$ cat src/rtl/vote_tally_rx.sv
// vote_tally_rx
// Receives 4-bit vote words from the voting controller over a 4-phase
// RTR/CTS handshake and keeps a saturating tally per vote bit plus a
// saturating count of accepted words. A sender that keeps CTS high for
// too long after a capture is flagged, and its word is discarded.
//
// Optional build macro: VOTE_TALLY_LEADER_EN adds LEADER/LEADER_VALID.
//
// Ports:
//   clock        system clock, rising edge
//   reset        asynchronous active-high reset
//   ENABLE       allow new requests
//   CLEAR        synchronous clear of tallies, TOTAL, SAT, TIMEOUT_ERR
//   CTS_IN       sender clear-to-send; V_IN valid while high
//   V_IN[3:0]    vote word from sender
//   RTR_OUT      ready-to-receive request (registered)
//   COUNT_0..3   per-bit saturating tallies
//   TOTAL        saturating count of accepted words
//   SAT[3:0]     SAT[i] high while COUNT_i is all-ones
//   BUSY         high whenever the FSM is not in IDLE
//   TIMEOUT_ERR  sticky flag, CTS held past TIMEOUT cycles in ACK
//   LEADER       (optional) index of the largest tally, lowest index on ties
//   LEADER_VALID (optional) any tally nonzero
//
// State | meaning
//   IDLE   | no request outstanding
//   REQ    | RTR_OUT high, waiting for CTS_IN to capture V_IN
//   ACK    | word captured, waiting for sender to drop CTS_IN
//   UPDATE | one cycle: apply captured word to the tallies
module vote_tally_rx #(
  parameter int WIDTH       = 8,
  parameter int TOTAL_WIDTH = 10,
  parameter int TIMEOUT     = 16
) (
  input  logic                   clock,
  input  logic                   reset,
  input  logic                   ENABLE,
  input  logic                   CLEAR,
  input  logic                   CTS_IN,
  input  logic [3:0]             V_IN,
  output logic                   RTR_OUT,
  output logic [WIDTH-1:0]       COUNT_0,
  output logic [WIDTH-1:0]       COUNT_1,
  output logic [WIDTH-1:0]       COUNT_2,
  output logic [WIDTH-1:0]       COUNT_3,
  output logic [TOTAL_WIDTH-1:0] TOTAL,
  output logic [3:0]             SAT,
  output logic                   BUSY,
`ifdef VOTE_TALLY_LEADER_EN
  output logic [1:0]             LEADER,
  output logic                   LEADER_VALID,
`endif
  output logic                   TIMEOUT_ERR
);

  // Down-counter loaded with TIMEOUT-1 on capture; terminal count is 0.
  localparam int TW = (TIMEOUT < 2) ? 1 : $clog2(TIMEOUT);
  localparam logic [TW-1:0] TMO_LOAD = TW'(TIMEOUT - 1);

  typedef enum logic [1:0] {
    S_IDLE   = 2'd0,
    S_REQ    = 2'd1,
    S_ACK    = 2'd2,
    S_UPDATE = 2'd3
  } state_t;

  state_t                      state_q, state_d;
  logic                        rtr_q, rtr_d;
  logic                        busy_q, busy_d;
  logic [3:0]                  cap_q, cap_d;
  logic [TW-1:0]               tmo_q, tmo_d;
  logic [3:0][WIDTH-1:0]       cnt_q, cnt_d;
  logic [TOTAL_WIDTH-1:0]      total_q, total_d;
  logic [3:0]                  sat_q, sat_d;
  logic                        err_q, err_d;
  // Set on timeout; blocks re-requesting until the stuck sender drops CTS.
  logic                        cts_wait_q, cts_wait_d;
`ifdef VOTE_TALLY_LEADER_EN
  logic [1:0]                  leader_q, leader_d;
  logic                        lvalid_q, lvalid_d;
`endif

  always_comb begin
    state_d    = state_q;
    rtr_d      = rtr_q;
    cap_d      = cap_q;
    tmo_d      = tmo_q;
    cnt_d      = cnt_q;
    total_d    = total_q;
    err_d      = err_q;
    cts_wait_d = cts_wait_q;

    if (!CTS_IN) begin
      cts_wait_d = 1'b0;
    end

    case (state_q)
      S_IDLE: begin
        if (ENABLE && !(cts_wait_q && CTS_IN)) begin
          state_d = S_REQ;
          rtr_d   = 1'b1;
        end
      end
      S_REQ: begin
        // Capture takes priority over ENABLE dropping in the same cycle.
        if (CTS_IN) begin
          cap_d   = V_IN;
          tmo_d   = TMO_LOAD;
          state_d = S_ACK;
          rtr_d   = 1'b0;
        end else if (!ENABLE) begin
          state_d = S_IDLE;
          rtr_d   = 1'b0;
        end
      end
      S_ACK: begin
        if (!CTS_IN) begin
          state_d = S_UPDATE;
        end else if (tmo_q == '0) begin
          err_d      = 1'b1;
          cts_wait_d = 1'b1;
          cap_d      = '0;
          state_d    = S_IDLE;
        end else begin
          tmo_d = tmo_q - 1'b1;
        end
      end
      S_UPDATE: begin
        for (int i = 0; i < 4; i++) begin
          if (cap_q[i] && (cnt_q[i] != '1)) begin
            cnt_d[i] = cnt_q[i] + 1'b1;
          end
        end
        if (total_q != '1) begin
          total_d = total_q + 1'b1;
        end
        cap_d   = '0;
        state_d = S_IDLE;
      end
      default: begin
        state_d = S_IDLE;
        rtr_d   = 1'b0;
      end
    endcase

    // CLEAR dominates, including an update landing in the same cycle.
    if (CLEAR) begin
      cnt_d   = '0;
      total_d = '0;
      err_d   = 1'b0;
    end

    for (int i = 0; i < 4; i++) begin
      sat_d[i] = &cnt_d[i];
    end
    busy_d = (state_d != S_IDLE);
  end

`ifdef VOTE_TALLY_LEADER_EN
  // Works from the registered tallies, so it trails them by one cycle.
  always_comb begin
    leader_d = 2'd0;
    lvalid_d = 1'b0;
    for (int i = 1; i < 4; i++) begin
      if (cnt_q[i] > cnt_q[leader_d]) begin
        leader_d = 2'(i);
      end
    end
    lvalid_d = (cnt_q != '0);
    if (CLEAR) begin
      leader_d = 2'd0;
      lvalid_d = 1'b0;
    end
  end
`endif

  always_ff @(posedge clock or posedge reset) begin
    if (reset) begin
      state_q    <= S_IDLE;
      rtr_q      <= 1'b0;
      busy_q     <= 1'b0;
      cap_q      <= '0;
      tmo_q      <= '0;
      cnt_q      <= '0;
      total_q    <= '0;
      sat_q      <= '0;
      err_q      <= 1'b0;
      cts_wait_q <= 1'b0;
`ifdef VOTE_TALLY_LEADER_EN
      leader_q   <= 2'd0;
      lvalid_q   <= 1'b0;
`endif
    end else begin
      state_q    <= state_d;
      rtr_q      <= rtr_d;
      busy_q     <= busy_d;
      cap_q      <= cap_d;
      tmo_q      <= tmo_d;
      cnt_q      <= cnt_d;
      total_q    <= total_d;
      sat_q      <= sat_d;
      err_q      <= err_d;
      cts_wait_q <= cts_wait_d;
`ifdef VOTE_TALLY_LEADER_EN
      leader_q   <= leader_d;
      lvalid_q   <= lvalid_d;
`endif
    end
  end

  assign RTR_OUT     = rtr_q;
  assign BUSY        = busy_q;
  assign COUNT_0     = cnt_q[0];
  assign COUNT_1     = cnt_q[1];
  assign COUNT_2     = cnt_q[2];
  assign COUNT_3     = cnt_q[3];
  assign TOTAL       = total_q;
  assign SAT         = sat_q;
  assign TIMEOUT_ERR = err_q;
`ifdef VOTE_TALLY_LEADER_EN
  assign LEADER       = leader_q;
  assign LEADER_VALID = lvalid_q;
`endif

endmodule

$ cat config.mk
export PLATFORM = sky130hd
export DESIGN_NAME = vote_tally_rx
export DESIGN_NICKNAME = d
export VERILOG_FILES = /design/src/rtl/vote_tally_rx.sv
export SDC_FILE = /design/constraint.sdc
export NUM_CORES = 1
export LEC_CHECK = 0
export ABC_AREA = 1
export CAP_MARGIN = 15
export CORE_UTILIZATION = 49
export CTS_CLUSTER_SIZE = 28
export DETAILED_ROUTE_END_ITERATION = 6
export GPL_ROUTABILITY_DRIVEN = 0
export PLACE_DENSITY = 0.77
export SYNTH_ARGS = -nofsm -noshare
export SYNTH_HDL_FRONTEND = slang
export SYNTH_SLANG_ARGS = --single-unit
$ cat constraint.sdc
create_clock -name clock -period 2.1 [get_ports clock]
set_input_delay 0.63 -clock clock [delete_from_list [all_inputs] [get_ports clock]]
set_output_delay 0.63 -clock clock [all_outputs]
set_load 0.1 [all_outputs]
# [Word-level counts from Yosys, hierarchy flattened]
# Index checks and enable logic that the tools add are counted.
[classes] bitwise=0 shift=0 div=0 mux=35 magnitude_cmp=0 multipliers=0 reduce_logical=27 n_eq_ne=14 n_addsub=6
[ops] cell="32-bit 2-to-1 mux" n=2
[ops] cell="8-bit by 1-bit adder with 8-bit output, second input constant" n=4
[ops] cell="8-bit 2-to-1 mux" n=4
[ops] cell="8-bit inequality test, second input constant" n=4
[ops] cell="8-bit AND reduction" n=4
[ops] cell="10-bit 2-to-1 mux" n=3
[ops] cell="4-bit 2-to-1 mux" n=6
[ops] cell="2-bit nonzero test" n=8
[ops] cell="4-bit one-hot mux with 3 select lines" n=1
[ops] cell="1-bit 2-to-1 mux" n=11
[ops] cell="10-bit by 1-bit adder with 10-bit output, second input constant" n=1
[ops] cell="2-bit 2-to-1 mux" n=5
[ops] cell="10-bit inequality test, second input constant" n=1
[ops] cell="2-bit inequality test, second input constant" n=5
[ops] cell="2-bit one-hot mux with 4 select lines" n=1
[ops] cell="4-bit one-hot mux with 2 select lines" n=1
[ops] cell="4-bit AND reduction" n=2
[ops] cell="1-bit logical AND" n=6
[ops] cell="3-bit AND reduction" n=2
[ops] cell="2-bit equality test, second input constant" n=2
[ops] cell="4-bit zero test" n=1
[ops] cell="4-bit by 1-bit subtractor with 4-bit output, second input constant" n=1
[ops] cell="3-bit inequality test, second input constant" n=1
[ops] cell="3-bit nonzero test" n=1
[ops] cell="other kinds (5)" n=5
[totals] reg_bits=60 wordCells=95 ram_bits=0 inputBits=9 output_inout_bits=49 mem_bits_ro=0 latchBits=0 mem_count=0

# [Depth between registers and ports, before layout]
# Gate-level depths: netlist (run 1).
[depth] ltp_word=6 mapped_depth=11

# [Least setup slack after synthesis (run 1)]
# No wires, ideal clock.
[synth_timing] path_kind="register to register" startpoint="register total_q[0], in the netlist TOTAL[0]" endpoint="register total_q[5], in the netlist TOTAL[5]" setup_ns=0.127 path_stages_with_launch=9 slack_ns=-0.185 arrival_ns=2.159 t_required_ns=1.973 path_cell_list="dfrtp_1 ha_1 nand3_1 nor3_2 nand3_2 a21oi_4 inv_1 nand2_1 o21ai_1"
[synth_between] elab_chain_len=4 elab_cells_between_ends=7 cone_classes="add/sub (1); eq/ne (1); mux (3); reduce/logical (2)"
[synth_lines] item="from (decl)" line_no="73" text="logic [TOTAL_WIDTH-1:0] total_q, total_d;"
[synth_lines] item="from (signal assigned)" line_no="200" text="total_q <= total_d;"
[synth_lines] item="10-bit by 1-bit adder with 10-bit output" line_no="135" text="total_d = total_q + 1'b1;"
[synth_lines] item="10-bit 2-to-1 mux" line_no="134" text="if (total_q != '1) begin"
[synth_lines] item="10-bit 2-to-1 mux" line_no="97" text="case (state_q)"
[synth_lines] item="10-bit 2-to-1 mux" line_no="147" text="if (CLEAR) begin"
# Several ways; a longest one is shown, not always the timed one. The select of a mux whose other input is x is not followed.
# A chain may end at the register's enable or synchronous reset.

==> results of run 1 <==
cells in the mapped netlist, types with 2 or more instances:
| cell | number |
|---|---|
| inv_1 | 98 |
| xor2_1 | 5 |
| buf_6 | 2 |
| dfrtp_1 | 60 |
| nand3b_1 | 4 |
| buf_2 | 3 |
| nand3_1 | 80 |
| a21oi_1 | 5 |
| nand2_2 | 3 |
| o21ai_0 | 17 |
| nor2_4 | 5 |
| ha_1 | 6 |
| nand2_1 | 101 |
| nor2_1 | 51 |
| nand4_1 | 19 |
| nor2_2 | 2 |
| nand3_2 | 4 |
| nor3_1 | 6 |
| o21ai_1 | 2 |
how the worst max path moves through the flow:
stage	start	end	slack, ns	depth (start not counted)
after CTS	COUNT_1[0]	SAT[1]	0.24	11
after global routing	COUNT_1[0]	SAT[1]	0.01	11
after detailed placement	CTS_IN	cap_q[1]	0.13	6
final	COUNT_3[0]	SAT[3]	0.22	10
after floorplan	TOTAL[2]	TOTAL[5]	0.0003	7
after global placement	CTS_IN	cap_q[2]	0.22	6
routing by layer:
metal | track usage [%] | part of all wire (%) | vias up
li1 | - | - | 1667
met1 | 29.5 | 43 | 1596
met2 | 40.7 | 51 | 110
met3 | 3.98 | 5.0 | 12
met4 | 9.99 | 1.6 | 0
met5 | 0 | 0 | -
through the flow:
| stage | hold WS (ns) | util (%) | area (um^2) | power (mW) | setup WS [ns] |
|---|---|---|---|---|---|
| 2_1_floorplan | 0.440 | - | 3570 | 2.43 | 0.000253 |
| 6_report | 0.469 | 71.3 | 4930 | 3.83 | 0.218 |
| 3_3_place_gp | 0.459 | 68.7 | 4750 | 2.85 | 0.218 |
| 3_5_place_dp | 0.459 | 68.7 | 4750 | 2.89 | 0.133 |
| 4_1_cts | 0.474 | 71.3 | 4930 | 3.85 | 0.235 |
| 5_1_grt | 0.512 | 71.3 | 4930 | 4.03 | 0.0134 |
flip-flops by register name, summed over array words and instances (netlist names):
name / count
TOTAL: 10
cts_wait_q: 1
state_q: 2
tmo_q: 4
TIMEOUT_ERR: 1
COUNT_3: 8
COUNT_1: 8
cap_q: 4
SAT: 4
RTR_OUT: 1
COUNT_2: 8
COUNT_0: 8
BUSY: 1
worst max-delay path, delay by kind of cell (launching register included):
kind                     cells  cell delay [ns]
adder cells (fa/ha/maj)      1             0.25
AND/OR/NAND/NOR              8             0.96
AO/OA/AOI/OAI                1             0.14
flip-flops                   1             0.46
layout make-up:
cell class                 instances  area (um^2)
timing repair buffer              62         1120
tap                               96          120
multi-input combinational        318         1600
clock inverter                     1         5.00
sequential                        60         1510
inverter                         100          384
fill                             532         1980
clock buffer                      15          176
where the power goes:
part	internal, mW	switching [mW]	total [mW]
clock network	0.525	0.432	0.958
registers	1.31	0.169	1.48
logic	0.459	0.933	1.39
kinds of logic (layout without fill, tap and decap cells):
| family | count (synthesis) | after routing |
|---|---|---|
| simple gates | 279 | 279 |
| compound gates | 28 | 28 |
| xor+xnor | 5 | 5 |
| flops | 60 | 60 |
| buf+inv | 108 | 178 |
| fa+ha+maj | 6 | 6 |
==> run summary, run 1 <==
Outcome: finished clean
Peak supply drop: 0.852 mV
WP data arrival: 2.16 ns
Min-Delay Startpoint: cts_wait_q
Synthesized area per cell: 7.30 um^2
DR DRC count: 0
TritonRoute pass-1 iters: 4
Syn nets: 501
CTS Sinks: 60
Maximum clock insertion buffer count: 2
CTS tree: done
Via count: 3385
First-pass GRT wire length: 14000 um
LEAKAGE: 2.44 nW
Total Die Area: 0.00759 mm^2
Starting Density: 51.4%
Hold Path End: cts_wait_q
Worst Skew: 0.00966 ns
Grt ovf: 0
Flop-to-flop setup slack: 0.22 ns
Post-Syn Instances: 486
Post-synth EDFFs: 0
Non-filler instance count after layout: 652
Die height: 87.1 um
Final ANT Viol Nets: 0
Layout cell share with drive strength beyond 1: 18.0%
CP Launch Type: flip-flop
Max-Cap Viols: 0
Post-DR wirelength/cell: 12.3 um
CTS Buf Count: 9
Post-Route WL: 8020 um
Number of synthesized register bits: 60
CP Max Fanout: 11
H-tree depth: 3
Predominant post-synthesis flop cell: dfrtp_1
Capture point of the worst reg-to-reg path: SAT[3]
Synth cell types: 32
Die Span X: 87.1 um
Power density over the cells: 777 mW/mm^2
Simple-gate share of the synthesized area: 37.3%
Adder-cell share of the synthesized area: 2.11%
Worst-Skew Late Latency: 0.34 ns
I/O pins: 58
Asr flop ratio synth: 100%
Cts repair resizes: 0
Slew at the pin with the worst max-slew slack: 0.347 ns
CP dominant cell by count: nand2_1
Synth Area in Compound Gates: 4.51%
# diodes: 0
Port Buffers: 57
Post-synthesis sequential area ratio: 42.3%
Critical Path Max Stage Delay: 0.46 ns
Hold Crit Depth: 2
Syn-to-layout area delta: 38.8%
Via/cell ratio: 5.19
Reg-to-reg critical path startpoint: COUNT_3[0]
XOR/XNOR Fraction of Synth Area: 1.23%
Vias in the first global route: 3168
TNS Setup: 0 ns
Worst Path Required: 2.37 ns
Hold/Removal Path Class: reg -> reg
Overall routing resource usage: 23.7%
CTS clk-pin slew, worst paths: 0.07 ns
NumNets Final: 566
Post-Syn Area: 0.00355 mm^2
Core area: 0.00691 mm^2
Max Clk Rate: 531 MHz
Initial antenna violation count: 0
Hpwl dp: 6000 um
Initial DRC count: 170
FP Rows: 30
# hold bufs at CTS: 0
Final Hold Violating Endpoints: 0
Final setup violation count: 0
RSZ-0062 raised after global routing: false
Post-synthesis mux area share: 0%
Ys Warns: 0
Placed Instances: 636
Largest family of logic cells by synthesized area: simple AND/OR/NAND/NOR gates
Largest net degree at the start of global routing: 47
Synth top area cells: dfrtp_1, nand3_1, nand2_1
Slew Limit Fails: 0
WS Path Type: reg -> reg
Slew headroom: 76.8%
Post-CTS setup buffer count: 0
Min cycle time layout: 1.88 ns
Most common cell after layout, fill and taps aside: nand2_1
Yosys top cell area share: 42.3%
Most frequent cells in the layout: nand2_1, inv_1, nand3_1
Post-route clock period utilization: 89.6%
Critical-path top delay cell: dfrtp_2
FF-to-FF path depth: 10
CP endpoint kind: flip-flop
CP Cell Sequence: ha_1 > nand2_1 > nor2_2 > nand2_1 > nand2_2 > o21ai_1 > nand2_1 > nor2_1 > nand3_1 > nor2_1
Cell taking the most area after synthesis: dfrtp_1
Root Buffer: clkbuf_8
Note: power is estimated with default switching activity, not from simulation.
==> run 2: changes to the inputs <==
--- a/config.mk
+++ b/config.mk
@@ -6,7 +6,7 @@
 export NUM_CORES = 1
 export LEC_CHECK = 0
 export ABC_AREA = 1
-export CAP_MARGIN = 15
+export CORE_ASPECT_RATIO = 1.4
 export CORE_UTILIZATION = 49
 export CTS_CLUSTER_SIZE = 28
 export DETAILED_ROUTE_END_ITERATION = 6
==> run 2 against run 1 <==
Die area barely moved. Count of clock-buffer cells in the layout down 3. Total power is 7.8% higher. Combinational power hardly changed. Non-clock buffer count unchanged. Routed wire length rose by 7.6%. Clock skew down 0.0010 ns. Hold slack gained 0.017 ns. Core utilization up 0.16 points. Largest cell class unchanged.
==> run summary, run 2 (synthesized netlist as in run 1, its figures left out) <==
Slew Limit Fails: 0 (unchanged)
Worst path bufs/invs: 0 (unchanged)
Worst Skew: 0.00863 ns (-0.00103 ns)
Slew headroom: 72.2% (-4.7 points)
CP Cell Sequence: ha_1 > nand2_1 > nor2_2 > nand2_1 > nand2_2 > o21ai_1 > nand2_1 > nor2_1 > nand3_1 > nor2_1
H-tree depth: 3 (unchanged)
Final Power: 4.13 mW (+7.8%)
Worst-Skew Late Latency: 0.35 ns (about the same)
Hpwl dp: 6230 um (+3.9%)
Peak supply drop: 1.36 mV (+59%)
CP dominant cell by count: nand2_1
Root Buffer: clkbuf_8
Critical Path Max Stage Delay: 0.45 ns (about the same)
CTS Buf Count: 9 (unchanged)
NumNets Final: 566 (unchanged)
Cts repair resizes: 0 (unchanged)
TritonRoute pass-1 iters: 7 (+3)
First-pass GRT wire length: 14400 um (+2.6%)
Final ANT Viol Nets: 0 (unchanged)
Syn-to-layout area delta: 40.6%
Die Span X: 73.9 um (-15%)
Critical-path top delay cell: dfrtp_2
Via count: 3466 (+2.4%)
Slew at the pin with the worst max-slew slack: 0.416 ns (+0.0698 ns)
Power density over the cells: 827 mW/mm^2 (+6.4%)
Fill cells: 501 (-5.8%)
Grt ovf: 0 (unchanged)
I/O pins: 58 (unchanged)
LEAKAGE: 2.47 nW (+1.4%)
Hold/Removal Path Class: reg -> reg
WP data arrival: 2.18 ns (+0.02 ns)
Post-DR wirelength/cell: 13.2 um (+7.7%)
Min cycle time layout: 1.91 ns (+0.0292 ns)
Setup WS pre-CTS: 0.157 ns (+0.0241 ns)
CTS Sinks: 60 (unchanged)
CP endpoint kind: flip-flop
Post-CTS setup buffer count: 0 (unchanged)
Final setup violation count: 0 (unchanged)
Initial DRC count: 309 (+82%)
Worst Path Required: 2.37 ns (about the same)
Core area: 0.00698 mm^2 (+1.1%)
Port Buffers: 57 (unchanged)
Maximum clock insertion buffer count: 2 (unchanged)
# hold bufs at CTS: 0 (unchanged)
# diodes: 0 (unchanged)
Largest net degree at the start of global routing: 38 (-19%)
Via/cell ratio: 5.32 (+2.6%)
CTS tree: done
CP Max Fanout: 11 (unchanged)
RSZ-0062 raised after global routing: false
FF-to-FF path depth: 10 (unchanged)
Crit path max-delay family: simple AND/OR/NAND/NOR gates
Starting Density: 50.8% (-0.55 points)
DR DRC count: 0 (unchanged)
Outcome: finished clean
Layout cell share with drive strength beyond 1: 18.5% (+0.54 points)
Vias in the first global route: 3238 (+2.2%)
TNS Setup: 0 ns (unchanged)
Max Clk Rate: 523 MHz (-1.5%)
Final setup margin: 0.189 ns (-0.0292 ns)
CP Launch Type: flip-flop
Die height: 103 um (+18%)
CTS clk-pin slew, worst paths: 0.07 ns (about the same)
Stages on worst setup path: 10 (unchanged)
Max-Cap Viols: 0 (unchanged)
Initial antenna violation count: 0 (unchanged)
Most frequent cells in the layout: nand2_1, inv_1, nand3_1
WS Path Type: reg -> reg
Hold Crit Depth: 2 (unchanged)
Final Hold Violating Endpoints: 0 (unchanged)
Post-Route WL: 8620 um (+7.6%)
FP Rows: 36 (+20%)
Post-route clock period utilization: 91.0% (+1.4 points)
Overall routing resource usage: 24.9% (+1.3 points)
Most common cell after layout, fill and taps aside: nand2_1
Total Die Area: 0.00759 mm^2 (about the same)
Largest register FFs: 10 (unchanged)
## run 2: cell types whose count changed in the layout (fill, tap and decap cells not counted)
cell | previous run | this run
clkinv_2 | 1 | 2
bufinv_16 | 0 | 2
buf_12 | 51 | 52
clkbuf_1 | 3 | 0
buf_4 | 3 | 2
## run 2: area by class of cell
| type | count | area (um^2) | area share (%) |
|---|---|---|---|
| Timing Repair Buffer | 62 | 1140 | 22.8 |
| Clock inverter | 4 | 70.1 | 1.40 |
| Tap cell | 95 | 119 | 2.38 |
| Inverter | 100 | 384 | 7.69 |
| Sequential cell | 60 | 1510 | 30.3 |
| Multi-Input combinational cell | 318 | 1600 | 32.1 |
| Clock buffer | 12 | 165 | 3.31 |
## run 2: worst paths after layout
kind,slack (ns),from,end
max,0.19,COUNT_3[0],SAT[3]
min,0.49,cts_wait_q,cts_wait_q
max reg2reg,0.19,COUNT_3[0],SAT[3]
min reg2reg,0.49,cts_wait_q,cts_wait_q
max in group asynchronous,0.96,reset,COUNT_2[0]
min in group asynchronous,0.65,reset,TOTAL[3]
## run 2: power breakdown
group | switching, mW | leakage [nW] | internal, mW
clock | 0.467 | 0.122 | 0.761
sequential | 0.175 | 0.795 | 1.31
combinational | 0.954 | 1.56 | 0.461
## run 2: tightest hold or removal path, stage by stage, from the launching register on
cell and delay, ns:
dfrtp_1 0.33, nand2_1 0.06, nand2_1 0.07
## run 2: metal layers
layer	vias to the layer above	part of all wire [%]	track usage, %	routed length (um)
met1	1632	40	28.9	3450
li1	1667	-	-	-
met4	0	2.6	11.2	225
met5	-	0	0	0
met3	24	4.5	5.96	392
met2	143	53	43.2	4550
## run 2: stage by stage
step	std cells	instance area, um^2	util [%]	hold slack, ns
2_1_floorplan	486	3570	-	0.440
3_3_place_gp	635	4760	68.1	0.460
3_5_place_dp	635	4760	68.1	0.474
4_1_cts	651	4990	71.5	0.489
5_1_grt	651	4990	71.5	0.505
6_report	651	4990	71.5	0.486
